### src/rtl/div_issue_if.sv
// Operand stream, result stream and div_top launch/return signals of div_issue_ctrl.
// Streams op_* and res_*: a word transfers on a rising edge where valid and ready are both high;
// a producer holding valid keeps its payload stable until that edge and never waits for ready.
interface div_issue_if #(
  parameter int W = 10
);
  logic         op_valid;
  logic         op_ready;
  logic [W-1:0] op_a;
  logic [W-1:0] op_b;

  logic         div_start;
  logic [W-1:0] div_a;
  logic [W-1:0] div_b;
  logic         div_busy;
  logic         div_valid;
  logic [W-1:0] div_q;
  logic         div_ov;

  logic         res_valid;
  logic         res_ready;
  logic [W-1:0] res_q;
  logic         res_ov;
  logic         res_to;

  modport master (
    input  op_valid, op_a, op_b,
    input  div_busy, div_valid, div_q, div_ov,
    input  res_ready,
    output op_ready,
    output div_start, div_a, div_b,
    output res_valid, res_q, res_ov, res_to
  );

  modport slave (
    output op_valid, op_a, op_b,
    output div_busy, div_valid, div_q, div_ov,
    output res_ready,
    input  op_ready,
    input  div_start, div_a, div_b,
    input  res_valid, res_q, res_ov, res_to
  );
endinterface

### src/rtl/div_issue_ctrl.sv
// Operand FIFO, single-flight launch FSM for div_top, result slot with timeout, and
// saturating overflow counter.
module div_issue_ctrl #(
  parameter int W       = 10,
  parameter int DEPTH   = 4,
  parameter int TIMEOUT = 31,
  localparam int LW     = $clog2(DEPTH + 1)
) (
  input  logic          clk,
  input  logic          rst,
  div_issue_if.master   bus,
  output logic [7:0]    ov_count,
  output logic [LW-1:0] fifo_level,
  output logic [1:0]    dbg_state
);

  localparam int AW = (DEPTH > 1) ? $clog2(DEPTH) : 1;
  localparam int TW = $clog2(TIMEOUT + 2);
  localparam logic [TW-1:0] TMAX = TW'(TIMEOUT);

  typedef enum logic [1:0] {
    S_IDLE   = 2'd0,
    S_LAUNCH = 2'd1,
    S_ARM    = 2'd2,
    S_WAIT   = 2'd3
  } state_t;

  state_t state;
  state_t state_next;

  logic [2*W-1:0] mem [DEPTH];
  logic [AW-1:0]  wr_ptr;
  logic [AW-1:0]  rd_ptr;
  logic [TW-1:0]  timer;

  logic push;
  logic pop;
  logic slot_free;
  logic done;
  logic expire;

  assign bus.op_ready  = (fifo_level < LW'(DEPTH));
  assign push          = bus.op_valid & bus.op_ready;
  // The slot counts as free when the consumer takes the held result on this same edge.
  assign slot_free     = ~bus.res_valid | bus.res_ready;
  assign bus.div_start = (state == S_LAUNCH);
  assign dbg_state     = state;

  always_ff @(posedge clk) begin
    if (push) begin
      mem[wr_ptr] <= {bus.op_a, bus.op_b};
    end
  end

  always_ff @(posedge clk or posedge rst) begin
    if (rst) begin
      wr_ptr     <= '0;
      rd_ptr     <= '0;
      fifo_level <= '0;
    end else begin
      if (push) begin
        wr_ptr <= wr_ptr + 1'b1;
      end
      if (pop) begin
        rd_ptr <= rd_ptr + 1'b1;
      end
      case ({push, pop})
        2'b10:   fifo_level <= fifo_level + 1'b1;
        2'b01:   fifo_level <= fifo_level - 1'b1;
        default: fifo_level <= fifo_level;
      endcase
    end
  end

  always_ff @(posedge clk or posedge rst) begin
    if (rst) begin
      state <= S_IDLE;
    end else begin
      state <= state_next;
    end
  end

  always_comb begin
    state_next = state;
    pop        = 1'b0;
    done       = 1'b0;
    expire     = 1'b0;
    case (state)
      S_IDLE: begin
        if ((fifo_level != '0) && slot_free) begin
          pop        = 1'b1;
          state_next = S_LAUNCH;
        end
      end
      S_LAUNCH: state_next = S_ARM;
      // Guard cycle: a valid still standing from the previous operation is ignored here.
      S_ARM:    state_next = S_WAIT;
      S_WAIT: begin
        if (bus.div_valid && !bus.div_busy) begin
          done       = 1'b1;
          state_next = S_IDLE;
        end else if (timer == TMAX) begin
          expire     = 1'b1;
          state_next = S_IDLE;
        end
      end
      default: state_next = S_IDLE;
    endcase
  end

  always_ff @(posedge clk or posedge rst) begin
    if (rst) begin
      timer <= '0;
    end else if (state == S_ARM) begin
      timer <= '0;
    end else if (state == S_WAIT) begin
      timer <= timer + 1'b1;
    end
  end

  always_ff @(posedge clk or posedge rst) begin
    if (rst) begin
      bus.div_a <= '0;
      bus.div_b <= '0;
    end else if (pop) begin
      bus.div_a <= mem[rd_ptr][2*W-1:W];
      bus.div_b <= mem[rd_ptr][W-1:0];
    end
  end

  always_ff @(posedge clk or posedge rst) begin
    if (rst) begin
      bus.res_valid <= 1'b0;
      bus.res_q     <= '0;
      bus.res_ov    <= 1'b0;
      bus.res_to    <= 1'b0;
      ov_count      <= '0;
    end else if (done) begin
      bus.res_valid <= 1'b1;
      bus.res_q     <= bus.div_q;
      bus.res_ov    <= bus.div_ov;
      bus.res_to    <= 1'b0;
      if (bus.div_ov && (ov_count != 8'hFF)) begin
        ov_count <= ov_count + 8'd1;
      end
    end else if (expire) begin
      bus.res_valid <= 1'b1;
      bus.res_q     <= '0;
      bus.res_ov    <= 1'b0;
      bus.res_to    <= 1'b1;
    end else if (bus.res_valid && bus.res_ready) begin
      bus.res_valid <= 1'b0;
    end
  end

endmodule

### src/flat_wrapper.sv
// flat-port wrapper written by rule: the top's interface ports become plain ports
module div_issue_ctrl_flat 
#(
  parameter int W       = 10,
  parameter int DEPTH   = 4,
  parameter int TIMEOUT = 31,
  localparam int LW     = $clog2(DEPTH + 1)
)
  (clk, rst, ov_count, fifo_level, dbg_state, bus_op_valid, bus_op_a, bus_op_b, bus_div_busy, bus_div_valid, bus_div_q, bus_div_ov, bus_res_ready, bus_op_ready, bus_div_start, bus_div_a, bus_div_b, bus_res_valid, bus_res_q, bus_res_ov, bus_res_to);
  div_issue_if #(.W(W)) bus_i ();
  input  logic clk;
  input  logic rst;
  output logic [7:0] ov_count;
  output logic [LW-1:0] fifo_level;
  output logic [1:0] dbg_state;
  input wire logic [$bits(bus_i.op_valid)-1:0] bus_op_valid;
  input wire logic [$bits(bus_i.op_a)-1:0] bus_op_a;
  input wire logic [$bits(bus_i.op_b)-1:0] bus_op_b;
  input wire logic [$bits(bus_i.div_busy)-1:0] bus_div_busy;
  input wire logic [$bits(bus_i.div_valid)-1:0] bus_div_valid;
  input wire logic [$bits(bus_i.div_q)-1:0] bus_div_q;
  input wire logic [$bits(bus_i.div_ov)-1:0] bus_div_ov;
  input wire logic [$bits(bus_i.res_ready)-1:0] bus_res_ready;
  output wire logic [$bits(bus_i.op_ready)-1:0] bus_op_ready;
  output wire logic [$bits(bus_i.div_start)-1:0] bus_div_start;
  output wire logic [$bits(bus_i.div_a)-1:0] bus_div_a;
  output wire logic [$bits(bus_i.div_b)-1:0] bus_div_b;
  output wire logic [$bits(bus_i.res_valid)-1:0] bus_res_valid;
  output wire logic [$bits(bus_i.res_q)-1:0] bus_res_q;
  output wire logic [$bits(bus_i.res_ov)-1:0] bus_res_ov;
  output wire logic [$bits(bus_i.res_to)-1:0] bus_res_to;
  assign bus_i.op_valid = bus_op_valid;
  assign bus_i.op_a = bus_op_a;
  assign bus_i.op_b = bus_op_b;
  assign bus_i.div_busy = bus_div_busy;
  assign bus_i.div_valid = bus_div_valid;
  assign bus_i.div_q = bus_div_q;
  assign bus_i.div_ov = bus_div_ov;
  assign bus_i.res_ready = bus_res_ready;
  assign bus_op_ready = bus_i.op_ready;
  assign bus_div_start = bus_i.div_start;
  assign bus_div_a = bus_i.div_a;
  assign bus_div_b = bus_i.div_b;
  assign bus_res_valid = bus_i.res_valid;
  assign bus_res_q = bus_i.res_q;
  assign bus_res_ov = bus_i.res_ov;
  assign bus_res_to = bus_i.res_to;
  div_issue_ctrl #(.W(W), .DEPTH(DEPTH), .TIMEOUT(TIMEOUT)) u_core (.clk(clk), .rst(rst), .bus(bus_i), .ov_count(ov_count), .fifo_level(fifo_level), .dbg_state(dbg_state));
endmodule
### config.mk
export PLATFORM = sky130hd
export DESIGN_NAME = div_issue_ctrl_flat
export DESIGN_NICKNAME = d
export VERILOG_FILES = /design/src/rtl/div_issue_if.sv /design/src/rtl/div_issue_ctrl.sv /design/src/flat_wrapper.sv
export SDC_FILE = /design/constraint.sdc
export NUM_CORES = 1
export LEC_CHECK = 0
export ABC_AREA = 1
export BUFFER_PORTS_ARGS = -buffer_cell sky130_fd_sc_hd__buf_2
export CAP_MARGIN = 20
export CORE_MARGIN = 3
export CORE_UTILIZATION = 55
export CTS_CLUSTER_SIZE = 28
export DETAILED_ROUTE_END_ITERATION = 8
export PLACE_DENSITY_LB_ADDON = 0.25
export SETUP_SLACK_MARGIN = 0.4
export SLEW_MARGIN = 20
export SYNTH_ARGS = -nofsm -noshare
export SYNTH_HDL_FRONTEND = slang
export SYNTH_SLANG_ARGS = --single-unit
export TNS_END_PERCENT = 1
### constraint.sdc
create_clock -name clk -period 3.3 [get_ports clk]
set_clock_uncertainty 0.2 [all_clocks]
set_input_delay 0.165 -clock clk [delete_from_list [all_inputs] [get_ports clk]]
set_output_delay 0.165 -clock clk [all_outputs]
set_load 0.03 [all_outputs]
-- Word-level counts from Yosys, hierarchy flattened
Memories as Yosys holds them, arrays and structs flattened. A register that Yosys moved wholly into a read port is not among the register bits.
Index checks and enable logic that the tools add are counted.
- $add $sub $neg: 6
- $lt $le $gt $ge: 1
- eq/ne operators: 9
- muxes and demuxes: 25
- bitwise logic cells: 3
- reduce and logical (&&, ||, !) cells: 13
- operators with widths (operator ; number):
    $mux 10 ; 2
    $mux 1 ; 16
    $mux 6 ; 2
    $add 8x1->8 const B ; 1
    $ne 8x8->1 const B ; 1
    $pmux 2 s4 ; 1
    $add 6x1->6 const B ; 1
    $eq 2x2->1 const B ; 3
    $eq 6x5->1 const B ; 1
    $mux 2 ; 3
    $pmux 3 s2 ; 1
    $reduce_bool 2->1 ; 3
    $reduce_bool 3->1 ; 2
    $add 2x1->2 const B ; 2
    $eq 2x1->1 const B ; 2
    $logic_and 1x1->1 ; 4
    $reduce_and 2->1 ; 2
    $add 3x1->3 const B ; 1
    $lt 3x3->1 const B ; 1
    $ne 3x1->1 const B ; 1
    $sub 3x1->3 const B ; 1
    $logic_not 2->1 ; 1
    $ne 2x1->1 const B ; 1
    $and 1x1->1 ; 1
    other kinds (3) ; 3
- flip-flop bits (word level): 36
- memory bits (writable): 80
- bits of input ports: 37
- output and inout bits: 48
- word-level logic and storage cells: 68
- memories kept: 1
- memory list (memory ; depth ; bits a word ; read ports ; clocked after Yosys merged registers in ; write ports ; RTL line ; text):
    u_core.mem ; 4 ; 20 ; 1 ; 1 ; 1 ; div_issue_ctrl.sv:31 ; logic [2*W-1:0] mem [DEPTH];

-- Logic depth before layout (Yosys ltp)
Gate-level depths: netlist (run 1).
- depth after elaboration: 7
- depth in mapped cells: 11
- depth with buffers taken out: 10

-- Worst setup path before layout (run 1)
No wires, ideal clock.
- path kind: register -> register
- start: register u_core.state[0] (netlist: u_core.dbg_state[0])
- end: register u_core.fifo_level[2]
- library setup time: 0.079 ns
- data arrival time: 2.209 ns
- required time: 3.021 ns
- path slack: 0.812 ns
- stages on the path, launching flop included: 12
- buffers on the path: 1
- clock period less this slack: 2.488 ns
- cells stage by stage: dfrtp_1 > inv_1 > ha_1 > nand3_2 > inv_2 > buf_4 > ha_1 > inv_1 > fa_1 > or2_2 > nand2_1 > xor2_1
- word-level cells in the longest chain between the ends: 4
- elaborated cells on any way between the ends: 6
- those cells by class: eq/ne (2); mux (2); reduce/logical (2)
- ends and longest elaborated chain (item ; RTL line ; text):
    from (decl) ; div_issue_ctrl.sv:28 ; state_t state;
    from (signal assigned) ; div_issue_ctrl.sv:79 ; state <= state_next;
    $logic_not 2->1 (*) ; div_issue_ctrl.sv:88 ; case (state)
    $mux 1 (*) ; div_issue_ctrl.sv:88 ;
    named net u_core.pop ; div_issue_ctrl.sv:37 ; logic pop;
    $eq 2x1->1 / $eq 2x2->1 (equally long branches) ; div_issue_ctrl.sv:67 ; case ({push, pop})
    $pmux 3 s2 / $reduce_bool 2->1 (equally long branches) ; -- ;
    to (signal assigned) ; div_issue_ctrl.sv:68 ; 2'b10: fifo_level <= fifo_level + 1'b1;
    to (signal assigned) ; div_issue_ctrl.sv:69 ; 2'b01: fifo_level <= fifo_level - 1'b1;
    to (signal assigned) ; div_issue_ctrl.sv:70 ; default: fifo_level <= fifo_level;
    to (decl) ; div_issue_ctrl.sv:13 ; output logic [LW-1:0] fifo_level,
The timed path passes the listed nets; every way through them passes the cells marked *.
A chain may end at the register's enable or synchronous reset.

-- Final worst setup path (run 1)
- start: register u_core.state[1] (netlist: u_core.dbg_state[1])
- end: register u_core.fifo_level[2]
- word-level cells in the longest chain between the ends: 4
- elaborated cells on any way between the ends: 6
- those cells by class: eq/ne (2); mux (2); reduce/logical (2)
- ends and longest elaborated chain (item ; RTL line):
    $logic_not 2->1 (*) ; div_issue_ctrl.sv:88
    $mux 1 (*) ; div_issue_ctrl.sv:88
    $eq 2x1->1 / $eq 2x2->1 (equally long branches) ; div_issue_ctrl.sv:67
    $pmux 3 s2 / $reduce_bool 2->1 (equally long branches) ; --
Every way passes the cells marked *; elsewhere a longest branch is shown, timed or not.

==> results of run 1 <==
[tightest hold or removal path, cell delays in order]
cell	delay, ns
buf_2	0.10
inv_1	0.10
a21oi_2	0.08
nand2_1	0.11
nand3_1	0.09
nand2_1	0.07
[area by class of cell]
type | count | area share, %
flip-flops and latches | 136 | 52.6
clock inverters | 9 | 1.97
clock buffers | 23 | 6.73
inverters | 34 | 1.76
multi-input cells | 362 | 22.8
repair buffers | 130 | 11.9
well taps | 133 | 2.30
[cells in the mapped netlist]
library cell	count	area share, %
a21oi_1	5	0.44
a21oi_2	1	0.15
buf_2	8	0.70
buf_4	6	0.79
buf_6	4	0.79
clkbuf_2	2	0.18
clkinv_1	1	0.066
dfrtp_1	56	25
edfxtp_1	80	42
fa_1	1	0.35
ha_1	11	2.4
inv_1	27	1.8
inv_2	6	0.39
nand2_1	159	10
nand2_2	1	0.11
nand2_4	1	0.20
nand3_1	20	1.8
nand3_2	3	0.53
nand4_1	2	0.22
nor2_1	98	6.4
nor2_2	2	0.22
nor3_1	3	0.26
o21ai_0	36	3.2
o21ai_1	10	0.88
or2_2	2	0.22
xnor2_1	2	0.31
xor2_1	5	0.77
[power groups by stage]
| stage | registers (µW) | logic [µW] | clock network, µW |
|---|---|---|---|
| global route | 2520 | 2770 | 2080 |
| finish | 2470 | 2480 | 1970 |
| CTS | 2470 | 2500 | 1990 |
| detailed placement | 2500 | 2420 | 0 |
| global placement | 2470 | 2340 | 0 |
| floorplan | 2920 | 1360 | 0 |
[what timing repair did]
action	in CTS	in global routing
hold buffers	38	0
resized for setup	0	0
endpoints found under the hold margin	134	0
buffers inserted	0	0
[routing by layer]
layer,GRT usage [%],routed length [µm]
met5,0,0
met4,7.66,167
met3,6.03,732
met2,37.0,6120
met1,27.2,5030
[state kept, by name, summed over array words and instances, names as in the netlist, 3 cells and up]
register and flops:
u_core.bus.div_a 10, u_core.bus.div_b 10, u_core.bus.res_q 10, u_core.fifo_level 3, u_core.mem 80, u_core.ov_count 8, u_core.timer 6
[per-stage QoR]
| step | area (µm²) | hold slack (ns) | instances | util, % |
|---|---|---|---|---|
| detailed placement | 6230 | 0.143 | 757 | 62.5 |
| global placement | 6230 | 0.134 | 757 | 62.5 |
| finish | 7240 | 0.0246 | 827 | 72.7 |
| global route | 7240 | 0.0643 | 827 | 72.7 |
| floorplan | 5720 | 0.0639 | 552 | - |
| CTS | 7240 | 0.00608 | 827 | 72.7 |
[cells by family (layout without fill, tap and decap cells)]
| kind of cell | after synthesis | in the layout |
|---|---|---|
| fa+ha+maj | 12 | 12 |
| flops | 136 | 136 |
| xor+xnor | 7 | 7 |
| simple gates | 291 | 291 |
| buf+inv | 54 | 196 |
| compound gates | 52 | 52 |
[worst paths after layout]
| path | startpoint | end | slack, ns | cells past startpoint |
|---|---|---|---|---|
| worst max register to register | u_core.dbg_state[1] | u_core.fifo_level[2] | 0.69 | 10 |
| worst max-delay path | u_core.dbg_state[1] | u_core.fifo_level[2] | 0.69 | 10 |
| min in group asynchronous | rst | u_core.bus.res_q[2] | 0.14 | 3 |
| worst min register to register | u_core.bus.div_a[2] | u_core.bus.div_a[2] | 0.27 | 2 |
| worst min-delay path | bus_div_busy | u_core.dbg_state[1] | 0.02 | 6 |
| max in group asynchronous | rst | u_core.bus.res_valid | 2.01 | 4 |
==> results.sh, run 1 <==
export IMPL_regArea_um2=3800
export IMPL_power_frac_clock_pct=28.5
export IMPL_cap_violations=0
export IMPL_synth_compound_area_share_pct=4.62
export IMPL_vias_per_cell=5.11
export IMPL_critical_path_max_stage_delay_ns=0.42
export IMPL_fp_dieArea_um2=11700
export IMPL_finalNetCount=730
export IMPL_root_buffer="clkbuf_8"
export IMPL_antenna_cells=0
export IMPL_fmax_ghz=0.383
export IMPL_p_switching_uw=2610
export IMPL_finalPower_uw=6910
export IMPL_totalWireLength_um=12100
export IMPL_min_period_ns=2.61
export IMPL_synth_avg_cell_area_um2=10.4
export IMPL_mostFrequentLayoutCells="159 x nand2_1, 98 x nor2_1, 84 x buf_2"
export IMPL_seq_power_share_pct=35.7
export IMPL_cts_path_max_buffers=2
export IMPL_drv_slew=0
export IMPL_cpMaxStageDelayCell="dfrtp_1"
export IMPL_netlist_instances=552
export IMPL_yosysWarnings=0
export IMPL_grt_antenna_before_repair=0
export IMPL_slew_headroom_pct=49.7
export IMPL_drive_gt1_share_pct=19.9
export IMPL_synth_seq_cells=136
export IMPL_dpl_hpwl_um=7420
export IMPL_leakage_uw=0.00331
export IMPL_port_buffers=84
export IMPL_cts_buffers=17
export IMPL_crit_arrival_ns=2.84
export IMPL_htree_levels=4
export IMPL_clock_sinks=136
export IMPL_drt_wirelength_per_cell_um=14.6
export IMPL_critPathKind="reg -> reg"
export IMPL_track_usage_pct=21.8
export IMPL_synth_cell_area_um2=5720
export IMPL_gp_congestion=0.788
export IMPL_yosys_cell_types_count=27
export IMPL_cp_cell_sequence="inv_1, ha_1, nand3_2, inv_2, ha_1, inv_1, fa_1, or2_2, nand2_1, xor2_1"
export IMPL_multi_input_area_um2=1650
export IMPL_grt_pass1_wl_um=19500
export IMPL_irDropWorstVdd_mv=0.445
export IMPL_rows=36
export IMPL_grt_overflow_total=0
export IMPL_layout_commonest_cell="nand2_1"
export IMPL_finalCritPeriodShare_pct=79.2
export IMPL_insertion_delay_ns=0.51
export IMPL_p_comb_share_pct=35.8
export IMPL_p_int_uw=4310
export IMPL_rsz0062_at_grt="no"
export IMPL_tightest_slew_ns=0.753
export IMPL_required_ns=3.53
export IMPL_outcome="finished clean"
export IMPL_critPathBufInv=3
export IMPL_synth_nets=601
export IMPL_post_place_ws_ns=0.694
export IMPL_tritoncts="built"
export IMPL_drt_iter0_markers=548
export IMPL_setup_ws_ns=0.686
export IMPL_p_per_area_nw_per_um2=956
export IMPL_num_io_pins=85
export IMPL_fill_cells=673
export IMPL_start_util_pct=57.5
export IMPL_core_um2=9950
export IMPL_grt_pass1_vias=4140
export IMPL_crit_family="adder cells"
export IMPL_drc=0
export IMPL_endpoint_kind="flop"
export IMPL_postRouteAntennaNets=0
export IMPL_syn2layout_area_growth_pct=26.5
export IMPL_cp_start_kind="flop"
export IMPL_ys_seq_area_share_pct=66.5
export IMPL_synth_xor_area_share_pct=1.07
export IMPL_synth_adder_area_share_pct=2.76
export IMPL_synth_top_family_by_area="simple AND/OR/NAND/NOR gates"
export IMPL_swShare_pct=37.7
export IMPL_muxShareOfSynthArea_pct=0
export IMPL_die_w_um=108
export IMPL_clkSlewWorstSetupHoldPaths_ns=0.06
export IMPL_yosys_area_share_simple_pct=20.4
export IMPL_setup_violations=0
export IMPL_die_y_um=108
export IMPL_grt_max_degree=43
export IMPL_firstDrtPassIters=7
export IMPL_hold_class="in -> reg"
export IMPL_tns_ns=0
export IMPL_hold_viol_final=0
export IMPL_cp_max_fo=22
export IMPL_via_count=4223
(Power assumes the default switching activity.)
==> inputs of run 2 (changes only) <==
--- a/config.mk
+++ b/config.mk
@@ -5,7 +5,7 @@
 export SDC_FILE = /design/constraint.sdc
 export NUM_CORES = 1
 export LEC_CHECK = 0
-export ABC_AREA = 1
+export ABC_AREA = 0
 export BUFFER_PORTS_ARGS = -buffer_cell sky130_fd_sc_hd__buf_2
 export CAP_MARGIN = 20
 export CORE_MARGIN = 3
==> constraint.sdc (replaced) <==
create_clock -name clk -period 2.7 [get_ports clk]
set_clock_uncertainty 0.2 [all_clocks]
set_input_delay 0.135 -clock clk [delete_from_list [all_inputs] [get_ports clk]]
set_output_delay 0.135 -clock clk [all_outputs]
set_load 0.03 [all_outputs]
==> run 2 against run 1 <==
- total power up 22%
- via count decreased by 28%
- design area fell by 2.4%
- first-iteration DRC count shrank 74%
- sequential power grew 26%
- wire length fell by 17%
- core utilization rose by 2.3 points
- sequential cell count unchanged
- setup slack got worse by 0.13 ns
- worst hold slack improved by 0.023 ns
- final cell count is 30% lower
- global-route usage is 1.9 points lower
- critical path type unchanged
- largest cell class unchanged
- highest routed layer unchanged
==> results.sh, run 2 <==
export IMPL_yosysTopAreaCell="edfxtp_1"
export IMPL_hold_viol_final=0
export IMPL_irDropWorstVdd_mv=0.631
export IMPL_endpoint_kind="flop"
export IMPL_yosys_cell_types_count=37
export IMPL_critPathKind="reg -> reg"
export IMPL_tightest_slew_ns=0.682
export IMPL_postRouteAntennaNets=0
export IMPL_tritoncts="built"
export IMPL_drt_wirelength_per_cell_um=17.3
export IMPL_syn2layout_area_growth_pct=30.5
export IMPL_dpl_hpwl_um=6300
export IMPL_synth_avg_cell_area_um2=18.2
export IMPL_ys_top_cells_by_area="edfxtp_1 44%, dfrtp_1 26%, mux4_2 8.3%"
export IMPL_finalPower_uw=8420
export IMPL_outcome="finished clean"
export IMPL_drive_gt1_share_pct=40.5
export IMPL_fill_cells=547
export IMPL_core_um2=9420
export IMPL_synth_seq_cells=136
export IMPL_fp_dieArea_um2=11100
export IMPL_root_buffer="clkbuf_8"
export IMPL_required_ns=2.90
export IMPL_grt_overflow_total=0
export IMPL_synthFlopType="edfxtp_1"
export IMPL_synth_top_area_share_pct=44.4
export IMPL_cts_path_max_buffers=2
export IMPL_totalWireLength_um=10100
export IMPL_synth_nets=346
export IMPL_p_per_area_nw_per_um2=1190
export IMPL_fmax_ghz=0.467
export IMPL_cpMaxStageDelayCell="dfrtp_1"
export IMPL_cp_cell_sequence="buf_4, mux4_2, mux2_4"
export IMPL_critical_path_max_stage_delay_ns=0.74
export IMPL_ys_seq_area_share_pct=70.3
export IMPL_clkSlewWorstSetupHoldPaths_ns=0.06
export IMPL_p_int_uw=5660
export IMPL_finalCritPeriodShare_pct=79.3
export IMPL_swShare_pct=32.7
export IMPL_via_count=3050
export IMPL_seq_power_share_pct=36.9
export IMPL_firstDrtPassIters=4
export IMPL_p_switching_uw=2760
export IMPL_synthTopCellsByCount="80 x edfxtp_1, 56 x dfrtp_1, 20 x mux4_2, 17 x mux2_4"
export IMPL_async_reset_ff_share_pct=41.2
export IMPL_port_buffers=84
export IMPL_yosysWarnings=0
export IMPL_min_period_ns=2.14
export IMPL_synth_cell_area_um2=5410
export IMPL_slew_headroom_pct=54.4
export IMPL_cts_buffers=17
export IMPL_clock_sinks=136
export IMPL_regArea_um2=3810
export IMPL_largest_reg_flops=80
export IMPL_num_io_pins=85
export IMPL_grt_antenna_before_repair=0
export IMPL_yosysMostFrequentCell="edfxtp_1"
export IMPL_grt_pass1_vias=3336
export IMPL_rsz0062_at_grt="no"
export IMPL_mostFrequentLayoutCells="84 x buf_2, 80 x edfxtp_1, 52 x dfrtp_1"
export IMPL_track_usage_pct=19.9
export IMPL_hold_class="in -> async"
export IMPL_regMostFlops="u_core.mem"
export IMPL_cp_max_fo=10
export IMPL_cap_violations=0
export IMPL_gp_congestion=0.749
export IMPL_start_util_pct=57.5
export IMPL_tns_ns=0
export IMPL_crit_arrival_ns=2.34
export IMPL_drv_slew=0
export IMPL_htree_levels=4
export IMPL_finalNetCount=488
export IMPL_setup_violations=0
export IMPL_rows=35
export IMPL_cp_start_kind="flop"
export IMPL_antenna_cells=0
export IMPL_netlist_instances=297
export IMPL_grt_pass1_wl_um=16800
export IMPL_drt_iter0_markers=145
export IMPL_drc=0
export IMPL_grt_max_degree=32
export IMPL_p_comb_share_pct=34.0
export IMPL_vias_per_cell=5.25
export IMPL_insertion_delay_ns=0.51
export IMPL_multi_input_area_um2=1500
export IMPL_die_w_um=105
export IMPL_synth_edf_count=80
export IMPL_layout_commonest_cell="buf_2"
export IMPL_leakage_uw=0.00295
export IMPL_power_frac_clock_pct=29.1
export IMPL_die_y_um=105
[run 2: cell type report]
type | instances | share of cell area, %
sequential | 136 | 53.9
tap | 129 | 2.29
inverter | 11 | 0.585
multi-input combinational | 139 | 21.2
clock inverter | 15 | 3.14
clock buffer | 17 | 5.86
timing repair buffer | 134 | 13.0
[run 2: routing by layer]
| metal | wire length [µm] | share of wire, % | global-route usage, % | vias up |
|---|---|---|---|---|
| met3 | 418 | 4.2 | 5.00 | 15 |
| met2 | 5190 | 52 | 34.3 | 88 |
| met5 | 0 | 0 | 0 | - |
| li1 | - | - | - | 1408 |
| met1 | 4230 | 42 | 23.9 | 1539 |
| met4 | 215 | 2.1 | 8.25 | 0 |
[run 2: stage by stage]
step	setup WS (ns)	hold WS (ns)	std cells	cell area, µm²	utilization, %
floorplan	0.375	0.0339	297	5430	-
global placement	0.592	0.0458	510	6040	64.1
detailed placement	0.517	0.0394	510	6040	64.1
CTS	0.419	0.0497	580	7050	74.9
global route	0.446	0.0839	581	7060	75.0
finish	0.560	0.0471	581	7060	75.0
[run 2: cell families (layout without fill, tap and decap cells)]
logic type,count (synthesis),in the layout,share of synthesized area (%)
fa+ha+maj,12,12,2.91
mux,45,45,14.7
buf+inv,22,177,2.38
compound gates,21,21,2.89
xor+xnor,15,15,2.43
simple gates,46,46,4.46
flops,136,136,70.3
[run 2: final timing paths]
kind / start / end / slack (ns) / cells past startpoint
setup / recovery: u_core.rd_ptr[0] / u_core.bus.div_b[9] / 0.56 / 3
hold / removal: rst / u_core.bus.div_a[6] / 0.05 / 3
setup reg to reg: u_core.rd_ptr[0] / u_core.bus.div_b[9] / 0.56 / 3
hold reg to reg: u_core.ov_count[6] / u_core.ov_count[6] / 0.30 / 1
max in group asynchronous: rst / u_core.fifo_level[0] / 1.66 / 4
min in group clk: bus_op_b[9] / u_core.mem[0][9] / 0.17 / 2
[run 2: power by group through the flow]
stage               combinational (µW)  sequential, µW  clock, µW
floorplan                         1610            3630          0
global placement                  2760            3110          0
detailed placement                2820            3140          0
CTS                               2890            3110       2490
global route                      3080            3180       2600
finish                            2870            3110       2450
[run 2: timing repair]
action / 4_1_cts / 5_1_grt
gates resized for setup: 0 / 1
buffers inserted: 0 / 1
hold buffers: 38 / 0
endpoints found under the setup margin: 0 / 1
hold endpoints to repair: 154 / 0
[run 2: worst max-delay path: cells and delay by family, from the launching register on]
family	cells	cell delay [ns]
flip-flops	1	0.74
multiplexers	2	0.80
buffers and inverters	1	0.30
==> inputs of run 3 (changes only) <==
==> constraint.sdc (replaced) <==
create_clock -name clk -period 2.2 [get_ports clk]
set_clock_uncertainty 0.2 [all_clocks]
set_input_delay 0.11 -clock clk [delete_from_list [all_inputs] [get_ports clk]]
set_output_delay 0.11 -clock clk [all_outputs]
set_load 0.03 [all_outputs]
==> run 3 against run 2 <==
- via count is 1.0% higher
- combinational power increased by 33%
- register-to-register slack got worse by 0.38 ns
- total power increased by 20%
- critical path depth increased by 3
- maximum frequency up 6.2%
- sequential cell count unchanged
- global-route usage rose by 0.57 points
- sequential power is 20% higher
- critical path type unchanged
- critical endpoint is now u_core.fifo_level[1]
==> results.sh, run 3 (synthesized netlist as in run 2, its figures left out) <==
export IMPL_outcome="finished clean"
export IMPL_leakage_uw=0.00295
export IMPL_cp_cell_sequence="or3_4, and3_4, ha_4, inv_2, fa_2, mux2i_1"
export IMPL_htree_levels=4
export IMPL_start_util_pct=57.5
export IMPL_fp_dieArea_um2=11100
export IMPL_firstDrtPassIters=4
export IMPL_postRouteAntennaNets=0
export IMPL_final_cell_count_no_fill=593
export IMPL_critical_path_max_stage_delay_ns=0.42
export IMPL_path_depth=6
export IMPL_p_per_area_nw_per_um2=1420
export IMPL_die_y_um=105
export IMPL_antenna_cells=0
export IMPL_grt_pass1_vias=3388
export IMPL_drt_wirelength_per_cell_um=17.7
export IMPL_cts_buffers=17
export IMPL_num_io_pins=85
export IMPL_critPathKind="reg -> reg"
export IMPL_root_buffer="clkbuf_8"
export IMPL_fmax_ghz=0.496
export IMPL_multi_input_area_um2=1520
export IMPL_grt_antenna_before_repair=0
export IMPL_insertion_delay_ns=0.51
export IMPL_regMostFlops="u_core.mem"
export IMPL_hold_class="in -> async"
export IMPL_core_um2=9420
export IMPL_cts_path_max_buffers=2
export IMPL_drt_iter0_markers=195
export IMPL_die_w_um=105
export IMPL_cp_max_fo=2
export IMPL_drv_slew=0
export IMPL_largest_reg_flops=80
export IMPL_clock_sinks=136
export IMPL_port_buffers=84
export IMPL_finalNetCount=500
export IMPL_cp_start_kind="flop"
export IMPL_min_period_ns=2.02
export IMPL_crit_arrival_ns=2.24
export IMPL_drc=0
export IMPL_grt_overflow_total=0
export IMPL_totalWireLength_um=10500
export IMPL_final_util_pct=75.1
export IMPL_syn2layout_area_growth_pct=30.7
export IMPL_regArea_um2=3810
export IMPL_drive_gt1_share_pct=42.2
export IMPL_track_usage_pct=20.5
export IMPL_slew_headroom_pct=55.9
export IMPL_cap_violations=0
export IMPL_rows=35
export IMPL_layout_commonest_cell="buf_2"
export IMPL_gp_congestion=0.786
export IMPL_placedCellCount=518
export IMPL_grt_max_degree=27
export IMPL_tightest_slew_ns=0.659
export IMPL_fill_cells=566
export IMPL_vias_per_cell=5.20
export IMPL_critPathBufInv=1
export IMPL_crit_family="simple AND/OR/NAND/NOR gates"
export IMPL_tritoncts="built"
export IMPL_hold_viol_final=0
export IMPL_tns_ns=0
export IMPL_mostFrequentLayoutCells="84 x buf_2, 80 x edfxtp_1, 52 x dfrtp_1"
export IMPL_worst_r2r_cell_count=6
export IMPL_rsz0062_at_grt="yes"
export IMPL_endpoint_kind="flop"
export IMPL_grt_pass1_wl_um=17200
export IMPL_via_count=3082
export IMPL_setup_ws_ns=0.185
export IMPL_dpl_hpwl_um=6440
export IMPL_post_place_ws_ns=0.0600
export IMPL_irDropWorstVdd_mv=0.753
export IMPL_finalCritPeriodShare_pct=91.6
export IMPL_clkSlewWorstSetupHoldPaths_ns=0.06
export IMPL_required_ns=2.43
export IMPL_setup_violations=0
export IMPL_cpMaxStageDelayCell="fa_2"
==> run 3: cell count changes in the layout (fill, tap and decap cells not counted), moves of 2 or more <==
cell	delta
buf_4	+13
bufinv_16	-4
clkbuf_1	+2
clkinvlp_4	+2
inv_6	-2
==> run 3: power breakdown <==
part | total (µW) | internal, µW | leakage [µW] | switching [µW]
logic | 3810 | 1750 | 0.00129 | 2060
registers | 3730 | 3390 | 0.00142 | 341
clock network | 2540 | 1520 | 0.000251 | 1020
==> run 3: worst register-to-register path: cells and delay by family, from the launching register on <==
kind	cells	cell delay (ns)
simple gates	2	0.58
fa+ha+maj	2	0.58
buf+inv	1	0.05
mux	1	0.13
flops	1	0.40
==> run 3: area by class of cell <==
type                       count  area share (%)
sequential                   136            53.9
clock inverter                12            1.47
multi-input combinational    139            21.5
tap                          129            2.28
timing repair buffer         146            14.2
clock buffer                  20            6.16
inverter                      11           0.584
==> run 3: repair_timing <==
action,CTS,global route
cloned,0,0
resized for setup,5,0
setup buffers,6,0
hold buffers,37,0
hold endpoints to repair,156,0
endpoints found under the setup margin,35,45
pin swaps,6,1
==> run 3: through the flow <==
step	hold WS (ns)	total power (µW)	cell area (µm²)
global route	0.0600	10600	7070
global placement	0.00131	7270	6100
CTS	0.00175	10200	7070
floorplan	0.00887	6430	5430
detailed placement	-0.00135	7390	6100
finish	0.00338	10100	7070
==> run 3: layer usage <==
layer	track usage, %	part of all wire [%]	up-vias
met5	0	0	-
met4	7.31	1.1	0
met3	5.56	5.0	12
met2	36.1	53	88
met1	24.1	41	1546
li1	-	-	1436
==> run 3: path summary, 6_finish.rpt <==
| kind | startpoint | to | slack (ns) |
|---|---|---|---|
| worst min register to register | u_core.bus.res_ov | u_core.bus.res_ov | 0.27 |
| worst min-delay path | rst | u_core.bus.res_q[4] | 0.003 |
| worst max register to register | u_core.fifo_level[0] | u_core.fifo_level[1] | 0.18 |
| worst max-delay path | u_core.fifo_level[0] | u_core.fifo_level[1] | 0.18 |
| min in group clk | bus_div_busy | u_core.bus.res_valid | 0.13 |
| max in group asynchronous | rst | u_core.rd_ptr[0] | 1.16 |
